$ cat config.mk
export PLATFORM = sky130hd
export DESIGN_NAME = program_loader
export DESIGN_NICKNAME = d
export VERILOG_FILES = /design/src/rtl/program_loader.sv
export SDC_FILE = /design/constraint.sdc
export NUM_CORES = 1
export LEC_CHECK = 0
export ABC_AREA = 1
export BUFFER_PORTS_ARGS = -buffer_cell sky130_fd_sc_hd__buf_4
export CORE_MARGIN = 2
export CORE_UTILIZATION = 50
export CTS_CLUSTER_DIAMETER = 30
export DETAILED_ROUTE_END_ITERATION = 16
export HOLD_SLACK_MARGIN = 0.08
export PLACE_DENSITY = 0.71
export SLEW_MARGIN = 25
export SYNTH_ARGS = -nofsm -noshare
export SYNTH_HDL_FRONTEND = slang
export SYNTH_SLANG_ARGS = --single-unit
$ cat constraint.sdc
create_clock -name clk -period 6.3 [get_ports clk]
set_input_delay 0.945 -clock clk [delete_from_list [all_inputs] [get_ports clk]]
set_output_delay 0.945 -clock clk [all_outputs]
set_load 0.1 [all_outputs]
$ cat src/rtl/program_loader.sv
// Byte-serial program loader: packs little-endian bytes into WIDTH-bit words and writes DEPTH words.
// Optional trailing checksum byte verification is enabled by defining PROGRAM_LOADER_CHECKSUM_EN.
module program_loader #(
    parameter int DEPTH     = 16,
    parameter int ADD_WIDTH = 4,
    parameter int WIDTH     = 32
) (
    input  logic                 clk,
    input  logic                 rst,
    input  logic                 load_en,
    input  logic                 byte_valid,
    input  logic [7:0]           byte_data,
    output logic                 byte_ready,
    output logic                 mem_wen,
    output logic [ADD_WIDTH-1:0] mem_addr,
    output logic [WIDTH-1:0]     mem_wdata,
    output logic                 cpu_hold,
    output logic                 done,
    output logic                 err
);

`ifdef PROGRAM_LOADER_CHECKSUM_EN
    typedef enum logic [2:0] {IDLE, LOAD, WRITE, CHECK, DONE} state_t;
`else
    typedef enum logic [2:0] {IDLE, LOAD, WRITE, DONE} state_t;
`endif

    localparam logic [ADD_WIDTH-1:0] LAST_ADDR = ADD_WIDTH'(DEPTH - 1);

    state_t               state_q, state_d;
    logic [1:0]           cnt_q, cnt_d;
    logic [ADD_WIDTH-1:0] addr_d;
    logic [WIDTH-1:0]     wdata_d;
    logic                 wen_q;
    logic                 accept;
    logic                 err_d;
`ifdef PROGRAM_LOADER_CHECKSUM_EN
    logic [7:0]           sum_q, sum_d;
    logic                 err_q;
`endif

    assign accept = byte_valid && byte_ready;

    always_comb begin
        state_d = state_q;
        cnt_d   = cnt_q;
        addr_d  = mem_addr;
        wdata_d = mem_wdata;
`ifdef PROGRAM_LOADER_CHECKSUM_EN
        sum_d   = sum_q;
        err_d   = err_q;
`else
        err_d   = 1'b0;
`endif
        case (state_q)
            IDLE: begin
                if (load_en) begin
                    state_d = LOAD;
                    addr_d  = '0;
                    cnt_d   = '0;
`ifdef PROGRAM_LOADER_CHECKSUM_EN
                    sum_d   = '0;
                    err_d   = 1'b0;
`endif
                end
            end
            LOAD: begin
                if (!load_en) begin
                    state_d = IDLE;
                    addr_d  = '0;
                    cnt_d   = '0;
                end else if (accept) begin
                    wdata_d[{cnt_q, 3'b000} +: 8] = byte_data;
`ifdef PROGRAM_LOADER_CHECKSUM_EN
                    sum_d = sum_q + byte_data;
`endif
                    if (cnt_q == 2'd3) begin
                        state_d = WRITE;
                        cnt_d   = '0;
                    end else begin
                        cnt_d = cnt_q + 2'd1;
                    end
                end
            end
            WRITE: begin
                if (!load_en) begin
                    state_d = IDLE;
                    addr_d  = '0;
                    cnt_d   = '0;
                end else if (mem_addr == LAST_ADDR) begin
`ifdef PROGRAM_LOADER_CHECKSUM_EN
                    state_d = CHECK;
`else
                    state_d = DONE;
`endif
                end else begin
                    state_d = LOAD;
                    addr_d  = mem_addr + 1'b1;
                    cnt_d   = '0;
                end
            end
`ifdef PROGRAM_LOADER_CHECKSUM_EN
            CHECK: begin
                if (!load_en) begin
                    state_d = IDLE;
                    addr_d  = '0;
                    cnt_d   = '0;
                end else if (accept) begin
                    err_d   = (byte_data != sum_q);
                    state_d = DONE;
                end
            end
`endif
            DONE: begin
                if (!load_en) begin
                    state_d = IDLE;
                    addr_d  = '0;
                    err_d   = 1'b0;
                end
            end
            default: state_d = IDLE;
        endcase
    end

    // Outputs are registered from the next state so they line up with the state they describe.
    always_ff @(posedge clk) begin
        if (!rst) begin
            state_q    <= IDLE;
            cnt_q      <= '0;
            mem_addr   <= '0;
            mem_wdata  <= '0;
            wen_q      <= 1'b0;
            byte_ready <= 1'b0;
            cpu_hold   <= 1'b0;
            done       <= 1'b0;
`ifdef PROGRAM_LOADER_CHECKSUM_EN
            sum_q      <= '0;
            err_q      <= 1'b0;
`endif
        end else begin
            state_q    <= state_d;
            cnt_q      <= cnt_d;
            mem_addr   <= addr_d;
            mem_wdata  <= wdata_d;
            wen_q      <= (state_d == WRITE);
            done       <= (state_d == DONE) && !err_d;
`ifdef PROGRAM_LOADER_CHECKSUM_EN
            byte_ready <= (state_d == LOAD) || (state_d == CHECK);
            cpu_hold   <= (state_d == LOAD) || (state_d == WRITE) || (state_d == CHECK);
            sum_q      <= sum_d;
            err_q      <= err_d;
`else
            byte_ready <= (state_d == LOAD);
            cpu_hold   <= (state_d == LOAD) || (state_d == WRITE);
`endif
        end
    end

    // A same-cycle abort must suppress the write strobe, so load_en gates the registered pulse.
    assign mem_wen = wen_q && load_en;

`ifdef PROGRAM_LOADER_CHECKSUM_EN
    assign err = err_q;
`else
    assign err = 1'b0;
`endif

endmodule
-- Word-level counts from Yosys, hierarchy flattened
Cells that the tools add are included.
- $add $sub $neg: 3
- multiply operators: 0
- div/mod/pow operators: 0
- order comparisons: 0
- equal/unequal tests: 12
- shift operators: 2
- multiplexer cells: 21
- bitwise gates (word level): 0
- reductions and logical operators: 10
- operator list (kind ; number):
    32-bit bitwise mux ; 1
    8-bit by 7-bit variable shift with 32-bit output, first input constant ; 1
    8-bit by 7-bit indexed part select with 32-bit output ; 1
    2-bit two-way mux ; 8
    4-bit two-way mux ; 4
    3-bit two-way mux ; 5
    3-bit by 2-bit equality test with 1-bit output, second input constant ; 4
    3-bit one-hot mux with 4 select lines ; 1
    4-bit one-hot mux with 3 select lines ; 1
    4-bit AND reduction ; 2
    5-bit negator with 7-bit output ; 1
    3-bit by 1-bit equality test with 1-bit output, second input constant ; 2
    3-bit inequality test, second input constant ; 2
    2-bit one-hot mux with 3 select lines ; 1
    3-bit nonzero test ; 2
    4-bit by 1-bit adder with 4-bit output, second input constant ; 1
    4-bit equality test, second input constant ; 1
    2-bit inequality test, second input constant ; 2
    3-bit zero test ; 1
    3-bit AND reduction ; 1
    2-bit by 1-bit adder with 2-bit output, second input constant ; 1
    2-bit equality test, second input constant ; 1
    1-bit logical AND ; 2
    2-bit OR reduction ; 1
    1-bit logical OR ; 1
- register bits: 45
- latch bits: 0
- memory bits (writable): 0
- memory bits (read-only): 0
- output and inout bits: 41
- word-level logic and storage cells: 56
- memories: 0

-- Depth between registers and ports, before layout
Gate-level depths: netlist of run 1.
- word-level depth: 7
- depth in mapped cells: 9
- depth with buffers taken out: 8

-- Worst setup path before layout of run 1
No wires, ideal clock.
- path kind: input-to-output
- start point: input load_en
- end point: output mem_wen
- data arrival time: 1.562 ns
- data required time: 5.355 ns
- path slack: 3.793 ns
- stages on the path: 2
- buffers on the path: 0
- cells stage by stage: nand2_1 -> inv_1
- cells in the longest elaborated chain, start to end: 1
- ends and longest elaborated chain (item ; line ; source):
    start: declaration ; 10 ; input logic load_en,
    1-bit logical AND ; 160 ; assign mem_wen = wen_q && load_en;
    end: declaration ; 14 ; output logic mem_wen,
No other way between the ends.

-- Final worst setup path of run 1
Same ends and word-level chain as after synthesis.

==> results of run 1 <==
[worst max path at each step]
stage | cells after the start | from | to | slack, ps
finish | 4 | load_en | mem_wen | 3920
global route | 8 | cnt_q[0] | mem_wdata[21] | 3640
CTS | 4 | load_en | mem_wen | 3920
detailed placement | 4 | load_en | mem_wen | 3920
global placement | 4 | load_en | mem_wen | 3920
floorplan | 2 | load_en | mem_wen | 3790
[cell families after synthesis]
logic type / synth area share
AO/OA/AOI/OAI: 0.00611
XOR/XNOR: 0.00356
adder cells (fa/ha/maj): 0.0356
buffers and inverters: 0.161
flip-flops: 0.367
other: 0.00153
AND/OR/NAND/NOR: 0.425
[report_power, final]
group          internal [mW]  leakage [nW]  switching [mW]  total [mW]
logic                 0.0209          1.18          0.0542      0.0751
clock network         0.0785        0.0385          0.0958       0.174
registers              0.288         0.364         0.00534       0.293
[stage by stage]
step / hold WS [ps] / setup WS (ps) / power [mW] / instances
after global routing: 541 / 3640 / 0.569 / 506
final: 509 / 3920 / 0.542 / 506
after detailed placement: 500 / 3920 / 0.375 / 498
after CTS: 514 / 3920 / 0.550 / 506
after global placement: 498 / 3920 / 0.374 / 498
after floorplan: 590 / 3790 / 0.356 / 393
[layout by cell type, fill, tap and decap left out, types with 2 or more instances in the layout]
cell,instances
nand2_4,4
nand4_1,6
nand3_1,41
clkbuf_1,2
clkbuf_8,5
a21oi_1,2
buf_4,51
nor3_1,2
inv_1,82
nand2_1,130
conb_1,2
dfxtp_1,45
ha_1,7
nor2_1,49
[sequential cells by signal, indices dropped and copies added (netlist names)]
register    flops
mem_wdata      32
byte_ready      1
state_q         3
cnt_q           2
wen_q           1
cpu_hold        1
mem_addr        4
done            1
[layout make-up]
cell class	instances	share of cell area
Multi-Input combinational cell	251	0.397
Sequential cell	45	0.307
Timing Repair Buffer	51	0.131
Inverter	84	0.108
Tap cell	67	0.0286
Clock buffer	7	0.0260
Clock inverter	1	0.00256
[routing by layer]
layer  global-route usage  part of all wire  up-vias
met1                0.250              0.50      967
li1                     -                 -     1236
met4               0.0606            0.0094        0
met3               0.0407             0.045        6
met5                    0                 0        -
met2                0.325              0.44       54
[worst reg2reg max path, delay by kind of cell (launching register included)]
family | cells | cell delay [ps]
and+or+nand+nor | 5 | 950
DFF | 1 | 650
adders and majority gates | 1 | 410
buffers and inverters | 2 | 260
==> flow_metrics.py, run 1 <==
metrics = {
    "outcome": {
        "outcome": "completed",
    },
    "cells_and_area": {
        "seq_area_um2": 901,
        "multi_input_area_um2": 1160,
        "drive_gt1_frac": 0.153,
        "fin_nets": 457,
        "areaGrowthSynthToFinish_pct": 19.2,
        "antenna_cells": 0,
        "fillers": 482,
        "post-route-util": 0.620,
        "stdcell_area_um2": 2930,
    },
    "sta": {
        "clock_skew_ps": 4.03,
        "fin_setup_tns_ps": 0,
        "post-route-period-util": 0.378,
        "fmax_mhz": 420,
        "drv_slew": 0,
        "min_period_ps": 2380,
        "rsz0062_at_grt": "no",
        "final_hold_viol_count": 0,
        "maxSlewHeadroom": 0.500,
        "finalSetupViolCount": 0,
        "worst_pin_slew_ps": 745,
    },
    "logic_synthesis": {
        "synth_most_common_cell": "nand2_1",
        "yosys.area.top_type": "dfxtp_1",
        "ys.flop_type": "dfxtp_1",
        "synth-edff-count": 0,
        "synth_cell_type_count": 27,
        "synth_top_area_share": 0.367,
        "synth_seq_cells": 45,
        "syn_inst": 392,
        "netlist_top_cells_area": "dfxtp_1, nand2_1, inv_1",
        "ys_top_cells_by_count": "nand2_1, inv_1, nor2_1, dfxtp_1, nand3_1",
        "ys_async_sr_fraction": 0,
        "postSynthAreaPerCell_um2": 6.27,
        "yosysSeqAreaShare": 0.367,
        "yosysWarnings": 0,
        "netlist_area_um2": 2460,
    },
    "pwr": {
        "p_leak_nw": 1.58,
        "vdd_drop_max_v": 0.000130,
        "power_density_nw_per_um2": 185,
    },
    "die": {
        "rows": 25,
        "die_w_um": 74.1,
        "io-pin-count": 53,
        "core_area_um2": 4720,
        "start_util": 0.520,
        "die_area_um2": 5490,
        "die_h_um": 74.1,
    },
    "worst_setup_path": {
        "critical_path_buf_inv_count": 3,
        "rr_worst_depth": 8,
        "slowest_stage": "buf_4",
        "critPathMaxStageDelay_ps": 270,
        "crit_top_cell": "buf_4",
        "required_ps": 5350,
        "endpoint_kind": "output pin",
        "path_delay_family": "buffers and inverters",
        "arrival_ps": 1440,
        "reg2reg_to": "mem_wdata[17]",
        "reg2reg_from": "cnt_q[0]",
        "crit_chain": "buf_4, nand2_1, inv_1, buf_4",
        "r2r_slack_ps": 3960,
        "start_kind": "input port",
        "crit_type": "in -> out",
        "crit_fanout": 6,
    },
    "clocking": {
        "ctsResizeCount": 0,
        "clock_path_buffers": 2,
        "cts_tree": "yes",
        "htree_levels": 2,
        "clk_latency_ps": 300,
        "cts_made_buffers": 5,
        "post_cts_buffers": 0,
        "root_buffer": "clkbuf_8",
        "cts_sinks": 45,
        "hold_buffers": 0,
        "clk_pin_slew_worst_paths_ps": 80,
    },
    "min_path": {
        "holdCritStartpoint": "mem_wdata[8]",
        "hp-class": "reg -> reg",
        "hold_depth": 4,
        "min_to": "mem_wdata[8]",
    },
    "routing": {
        "firstDrtPassIters": 5,
        "routed_wl_um": 4920,
        "drtIter0Drc": 112,
        "vias_per_cell": 4.47,
        "drc": 0,
        "ant_nets": 0,
        "vias": 2263,
        "avgRoutedWirePerCell_um": 9.72,
    },
    "place": {
        "dpl_cell_area_um2": 2850,
        "gp_congestion": 0.846,
        "port_buffers": 51,
        "hpwl_um": 3620,
    },
    "grt": {
        "grt_usage": 0.194,
        "grt_start_max_net_pins": 37,
        "grt_pass1_wl_um": 8420,
        "antenna_found_initial": 0,
        "gr-total-overflow": 0,
        "grt_pass1_vias": 2036,
    },
    "job": {
        "cap_violations": 0,
    },
}
Note: power is estimated with default switching activity, not from simulation.
==> inputs of run 2 (changes only) <==
clock period = 2.4 ns   (was 6.3 ns; I/O delays follow)
==> run 2 against run 1 <==
Effect of this change: via count up 2.0%; design area up 1.2%; total power rose to 2.8 times the previous value; largest cell class unchanged; global-route usage up 0.54 points; non-clock buffer count up 2; combinational power rose to 2.7 times the previous value; wire length up 2.3%; sequential power rose to 2.6 times the previous value; clock skew up 2.8 ps; worst setup slack worse by 3300 ps; worst hold slack worse by 120 ps.
==> flow_metrics.py, run 2 (synthesized netlist as in run 1, its figures left out) <==
metrics = {
    "cells_and_area": {
        "stdcell_area_um2": 2970,
        "layout_common_cells": "nand2_1, inv_1, buf_4",
        "drive_gt1_frac": 0.159,
        "areaGrowthSynthToFinish_pct": 20.7,
        "antenna_cells": 0,
        "stdcell_count": 507,
        "top_register": "mem_wdata",
        "post-route-util": 0.628,
        "largest_registers": "mem_wdata: 32 flops, mem_addr: 4 flops, state_q: 3 flops",
        "final_common_cell": "nand2_1",
        "fillers": 476,
        "fin_nets": 459,
        "largest_register_ffs": 32,
    },
    "worst_setup_path": {
        "endpoint_kind": "flip-flop",
        "crit_fanout": 8,
        "crit_type": "reg -> reg",
        "reg2reg_from": "cnt_q[1]",
        "arrival_ps": 2030,
        "rr_worst_depth": 8,
        "required_ps": 2640,
        "r2r_slack_ps": 610,
        "reg2reg_to": "mem_wdata[8]",
        "start_kind": "flip-flop",
    },
    "routing": {
        "firstDrtPassIters": 4,
        "vias": 2308,
        "ant_nets": 0,
        "vias_per_cell": 4.55,
        "drc": 0,
        "routed_wl_um": 5030,
        "avgRoutedWirePerCell_um": 9.92,
        "drtIter0Drc": 146,
    },
    "clocking": {
        "clk_latency_ps": 300,
        "cts_sinks": 45,
        "post_cts_buffers": 0,
        "clk_pin_slew_worst_paths_ps": 80,
        "clock_path_buffers": 2,
        "ctsResizeCount": 0,
        "root_buffer": "clkbuf_8",
        "hold_buffers": 0,
        "cts_made_buffers": 5,
        "cts_tree": "yes",
        "htree_levels": 2,
    },
    "job": {
        "cap_violations": 0,
    },
    "pwr": {
        "vdd_drop_max_v": 0.000326,
        "power_mw": 1.52,
        "power_density_nw_per_um2": 513,
        "p_leak_nw": 1.61,
    },
    "min_path": {
        "min_to": "mem_addr[2]",
        "hp-class": "in -> reg",
        "hold_depth": 3,
        "holdCritStartpoint": "load_en",
    },
    "place": {
        "dp_slack_ps": 677,
        "gp_congestion": 0.777,
        "dpl_cell_area_um2": 2860,
        "hpwl_um": 3720,
        "port_buffers": 51,
        "dpl.cell_count": 500,
    },
    "sta": {
        "maxSlewHeadroom": 0.658,
        "clock_skew_ps": 6.84,
        "rsz0062_at_grt": "no",
        "drv_slew": 0,
        "finalSetupViolCount": 0,
        "post-route-period-util": 0.746,
        "min_period_ps": 1790,
        "holdWs_ps": 391,
        "worst_pin_slew_ps": 510,
        "fin_ws_ps": 611,
        "final_hold_viol_count": 0,
        "fmax_mhz": 559,
        "fin_setup_tns_ps": 0,
    },
    "die": {
        "core_area_um2": 4720,
        "start_util": 0.520,
        "die_area_um2": 5490,
        "rows": 25,
        "die_h_um": 74.1,
        "io-pin-count": 53,
        "die_w_um": 74.1,
    },
    "grt": {
        "grt_pass1_wl_um": 8660,
        "grt_start_max_net_pins": 37,
        "grt_pass1_vias": 1999,
        "grt_usage": 0.199,
        "antenna_found_initial": 0,
        "gr-total-overflow": 0,
    },
    "outcome": {
        "outcome": "completed",
    },
}
[run 2: layout make-up]
| class | count | area (µm²) | share of cell area |
|---|---|---|---|
| Timing Repair Buffer | 53 | 398 | 0.134 |
| Sequential cell | 45 | 901 | 0.304 |
| Clock inverter | 2 | 35.0 | 0.0118 |
| Inverter | 84 | 315 | 0.106 |
| Tap cell | 67 | 83.8 | 0.0283 |
| Multi-Input combinational cell | 251 | 1160 | 0.392 |
| Clock buffer | 5 | 68.8 | 0.0232 |
[run 2: worst max-delay path by stage]
stage / endpoint / from / depth (start not counted) / slack (ps)
6_report: mem_wdata[8] / cnt_q[1] / 8 / 610
5_1_grt: mem_wdata[8] / cnt_q[1] / 8 / 440
4_1_cts: mem_wdata[8] / cnt_q[1] / 8 / 660
3_5_place_dp: mem_wdata[8] / cnt_q[1] / 8 / 680
3_3_place_gp: mem_wdata[10] / cnt_q[1] / 8 / 680
2_1_floorplan: mem_addr[2] / mem_addr[0] / 7 / 340
[run 2: routing by layer]
| metal | GRT usage | vias up | share of wire |
|---|---|---|---|
| met5 | 0 | - | 0 |
| met4 | 0.0586 | 0 | 0.012 |
| met3 | 0.0461 | 5 | 0.061 |
| met2 | 0.313 | 67 | 0.45 |
| met1 | 0.274 | 995 | 0.48 |
| li1 | - | 1241 | - |
[run 2: report_power, final]
| part | internal [mW] | switching (mW) | leakage [nW] |
|---|---|---|---|
| Sequential | 0.755 | 0.00966 | 0.364 |
| Clock | 0.303 | 0.252 | 0.0540 |
| Combinational | 0.0575 | 0.146 | 1.19 |
[run 2: worst max-delay path, stage by stage, from the launching register on]
cell,delay [ps]
dfxtp_1,400
inv_1,110
ha_1,370
inv_1,70
nor2_1,400
nand2_1,130
nand3_1,110
nand2_1,60
nor2_1,90
==> inputs of run 3 (changes only) <==
ABC_AREA = 0   (was 1)
CORE_UTILIZATION = 47   (was 50)
PLACE_DENSITY = 0.72   (was 0.71)
clock period = 1.5 ns   (was 2.4 ns; I/O delays follow)
==> run 3 against run 2 <==
Effect of this change: fmax grew 24%; wire length down 12%; combinational power is 33% lower; critical path type unchanged; critical endpoint is now mem_addr[1]; worst setup slack worse by 550 ps; register-to-register slack worse by 550 ps; design area down 10%; area after synthesis shrank 16%; via count down 26%; sequential share of layout area rose by 4.0 points; largest cell class unchanged; first-iteration DRC count shrank 22%; largest power group unchanged.
==> flow_metrics.py, run 3 <==
metrics = {
    "outcome": {
        "outcome": "completed",
    },
    "pwr": {
        "p_sw_mw": 0.494,
        "vdd_drop_max_v": 0.000421,
        "p_leak_nw": 1.04,
        "sw_frac_of_total": 0.241,
        "combPwrFrac": 0.066,
        "seq_power_share": 0.585,
        "p_int_mw": 1.56,
        "p_clk_frac": 0.349,
        "power_density_nw_per_um2": 769,
    },
    "min_path": {
        "hp-class": "in -> reg",
    },
    "die": {
        "start_util": 0.478,
        "io-pin-count": 53,
        "rows": 24,
        "die_w_um": 70.1,
        "core_area_um2": 4290,
        "die_area_um2": 4920,
        "die_h_um": 70.1,
    },
    "clocking": {
        "clk_pin_slew_worst_paths_ps": 80,
        "cts_sinks": 45,
        "clock_path_buffers": 2,
        "cts_made_buffers": 5,
        "hold_buffers": 0,
        "root_buffer": "clkbuf_8",
        "htree_levels": 2,
        "ctsResizeCount": 0,
        "post_cts_buffers": 0,
        "cts_tree": "yes",
        "clk_latency_ps": 290,
    },
    "routing": {
        "vias_per_cell": 5.29,
        "drc": 0,
        "avgRoutedWirePerCell_um": 13.8,
        "firstDrtPassIters": 4,
        "ant_nets": 0,
        "drtIter0Drc": 114,
        "vias": 1702,
        "routed_wl_um": 4450,
    },
    "cells_and_area": {
        "fin_nets": 288,
        "stdcell_area_um2": 2670,
        "areaGrowthSynthToFinish_pct": 29.8,
        "largest_register_ffs": 32,
        "drive_gt1_frac": 0.319,
        "largest_registers": "mem_wdata: 32 flops, mem_addr: 4 flops, state_q: 3 flops",
        "top_register": "mem_wdata",
        "layout_common_cells": "buf_4, dfxtp_1, nand2_1",
        "stdcell_count": 322,
        "antenna_cells": 0,
        "final_common_cell": "buf_4",
    },
    "grt": {
        "antenna_found_initial": 0,
        "grt_start_max_net_pins": 36,
        "gr-total-overflow": 0,
        "grt_pass1_vias": 1448,
        "grt_pass1_wl_um": 6930,
        "grt_usage": 0.179,
    },
    "place": {
        "dpl.cell_count": 314,
        "hpwl_um": 3150,
        "port_buffers": 51,
        "gp_congestion": 0.741,
        "dpl_cell_area_um2": 2570,
    },
    "sta": {
        "min_period_ps": 1440,
        "clock_skew_ps": 8.77,
        "post-route-period-util": 0.959,
        "fin_setup_tns_ps": 0,
        "final_hold_viol_count": 0,
        "fmax_mhz": 695,
        "rsz0062_at_grt": "yes",
        "finalSetupViolCount": 0,
        "holdWs_ps": 224,
        "drv_slew": 0,
    },
    "logic_synthesis": {
        "yosysSeqAreaShare": 0.438,
        "netlist_area_um2": 2050,
        "syn_inst": 216,
        "ys_top_cells_by_count": "dfxtp_1, nand2_1, nand3_1, mux2i_1",
        "ys.flop_type": "dfxtp_1",
        "netlist_top_cells_area": "dfxtp_1, mux2i_1, nand3_1",
        "synth_seq_cells": 45,
        "synth-edff-count": 0,
        "synth_most_common_cell": "dfxtp_1",
        "yosys.area.top_type": "dfxtp_1",
        "synth_top_area_share": 0.438,
        "yosysWarnings": 0,
        "ys_async_sr_fraction": 0,
        "synth_cell_type_count": 35,
        "postSynthAreaPerCell_um2": 9.51,
    },
    "worst_setup_path": {
        "required_ps": 1720,
        "crit_type": "reg -> reg",
        "crit_fanout": 6,
        "endpoint_kind": "flip-flop",
        "arrival_ps": 1660,
        "start_kind": "flip-flop",
    },
    "job": {
        "cap_violations": 0,
    },
}
==> run 3: cell types whose count changed in the layout (fill, tap and decap cells not counted), sizes merged, moves of 4 or more <==
| cell | before | now |
|---|---|---|
| inv | 83 | 3 |
| buf | 53 | 61 |
| nor2 | 51 | 3 |
| and3 | 0 | 6 |
| nand3 | 42 | 34 |
| nand4 | 6 | 2 |
| mux2i | 0 | 33 |
| nand2 | 134 | 35 |
==> run 3: final timing paths <==
path	startpoint	to	slack (ps)	cells after the start
max	mem_addr[0]	mem_addr[1]	60	4
min	byte_data[5]	mem_wdata[21]	220	3
max reg2reg	mem_addr[0]	mem_addr[1]	60	4
min reg2reg	mem_wdata[25]	mem_wdata[25]	460	2
==> run 3: worst max-delay path: stages (launching register included) <==
cell and delay [ps]:
dfxtp_4 370, ha_2 200, a41o_1 240, a211oi_2 340
mux2i_1 220
==> run 3: metal layers <==
metal,global-route usage,wire [µm],up-vias
met3,0.0577,300,2
met5,0,0,-
met1,0.232,2000,784
li1,-,-,868
met4,0.0449,19,0
met2,0.289,2120,48
==> run 3: power groups by stage <==
stage / Clock, mW / Combinational, mW / Sequential [mW]
floorplan: 0 / 0.0646 / 1.24
global placement: 0 / 0.134 / 1.23
detailed placement: 0 / 0.136 / 1.23
CTS: 0.739 / 0.136 / 1.20
global route: 0.796 / 0.145 / 1.20
finish: 0.716 / 0.136 / 1.20
==> run 3: layout make-up <==
class | instances | area, µm²
flip-flops and latches | 45 | 917
repair buffers | 61 | 495
well taps | 52 | 65.1
inverters | 3 | 13.8
fillers | 380 | 1630
clock buffers | 6 | 72.6
multi-input cells | 153 | 1090
clock inverters | 2 | 10.0
==> run 3: cell families (layout without fill, tap and decap cells) <==
family          Yosys count  in the layout  share of synthesized area
other cells               1              2                    0.00183
flops                    45             45                      0.438
mux                      33             33                      0.161
compound gates           16             16                     0.0585
buf+inv                  19             72                     0.0536
simple gates             95             95                      0.244
fa+ha+maj                 7              7                     0.0426
==> run 3: metrics by stage <==
stage	power, mW	util	setup slack [ps]
3_5_place_dp	1.36	0.598	54.0
6_report	2.05	0.621	60.9
5_1_grt	2.14	0.621	-25.3
2_1_floorplan	1.31	-	3.76
3_3_place_gp	1.36	0.598	92.7
4_1_cts	2.07	0.618	42.0
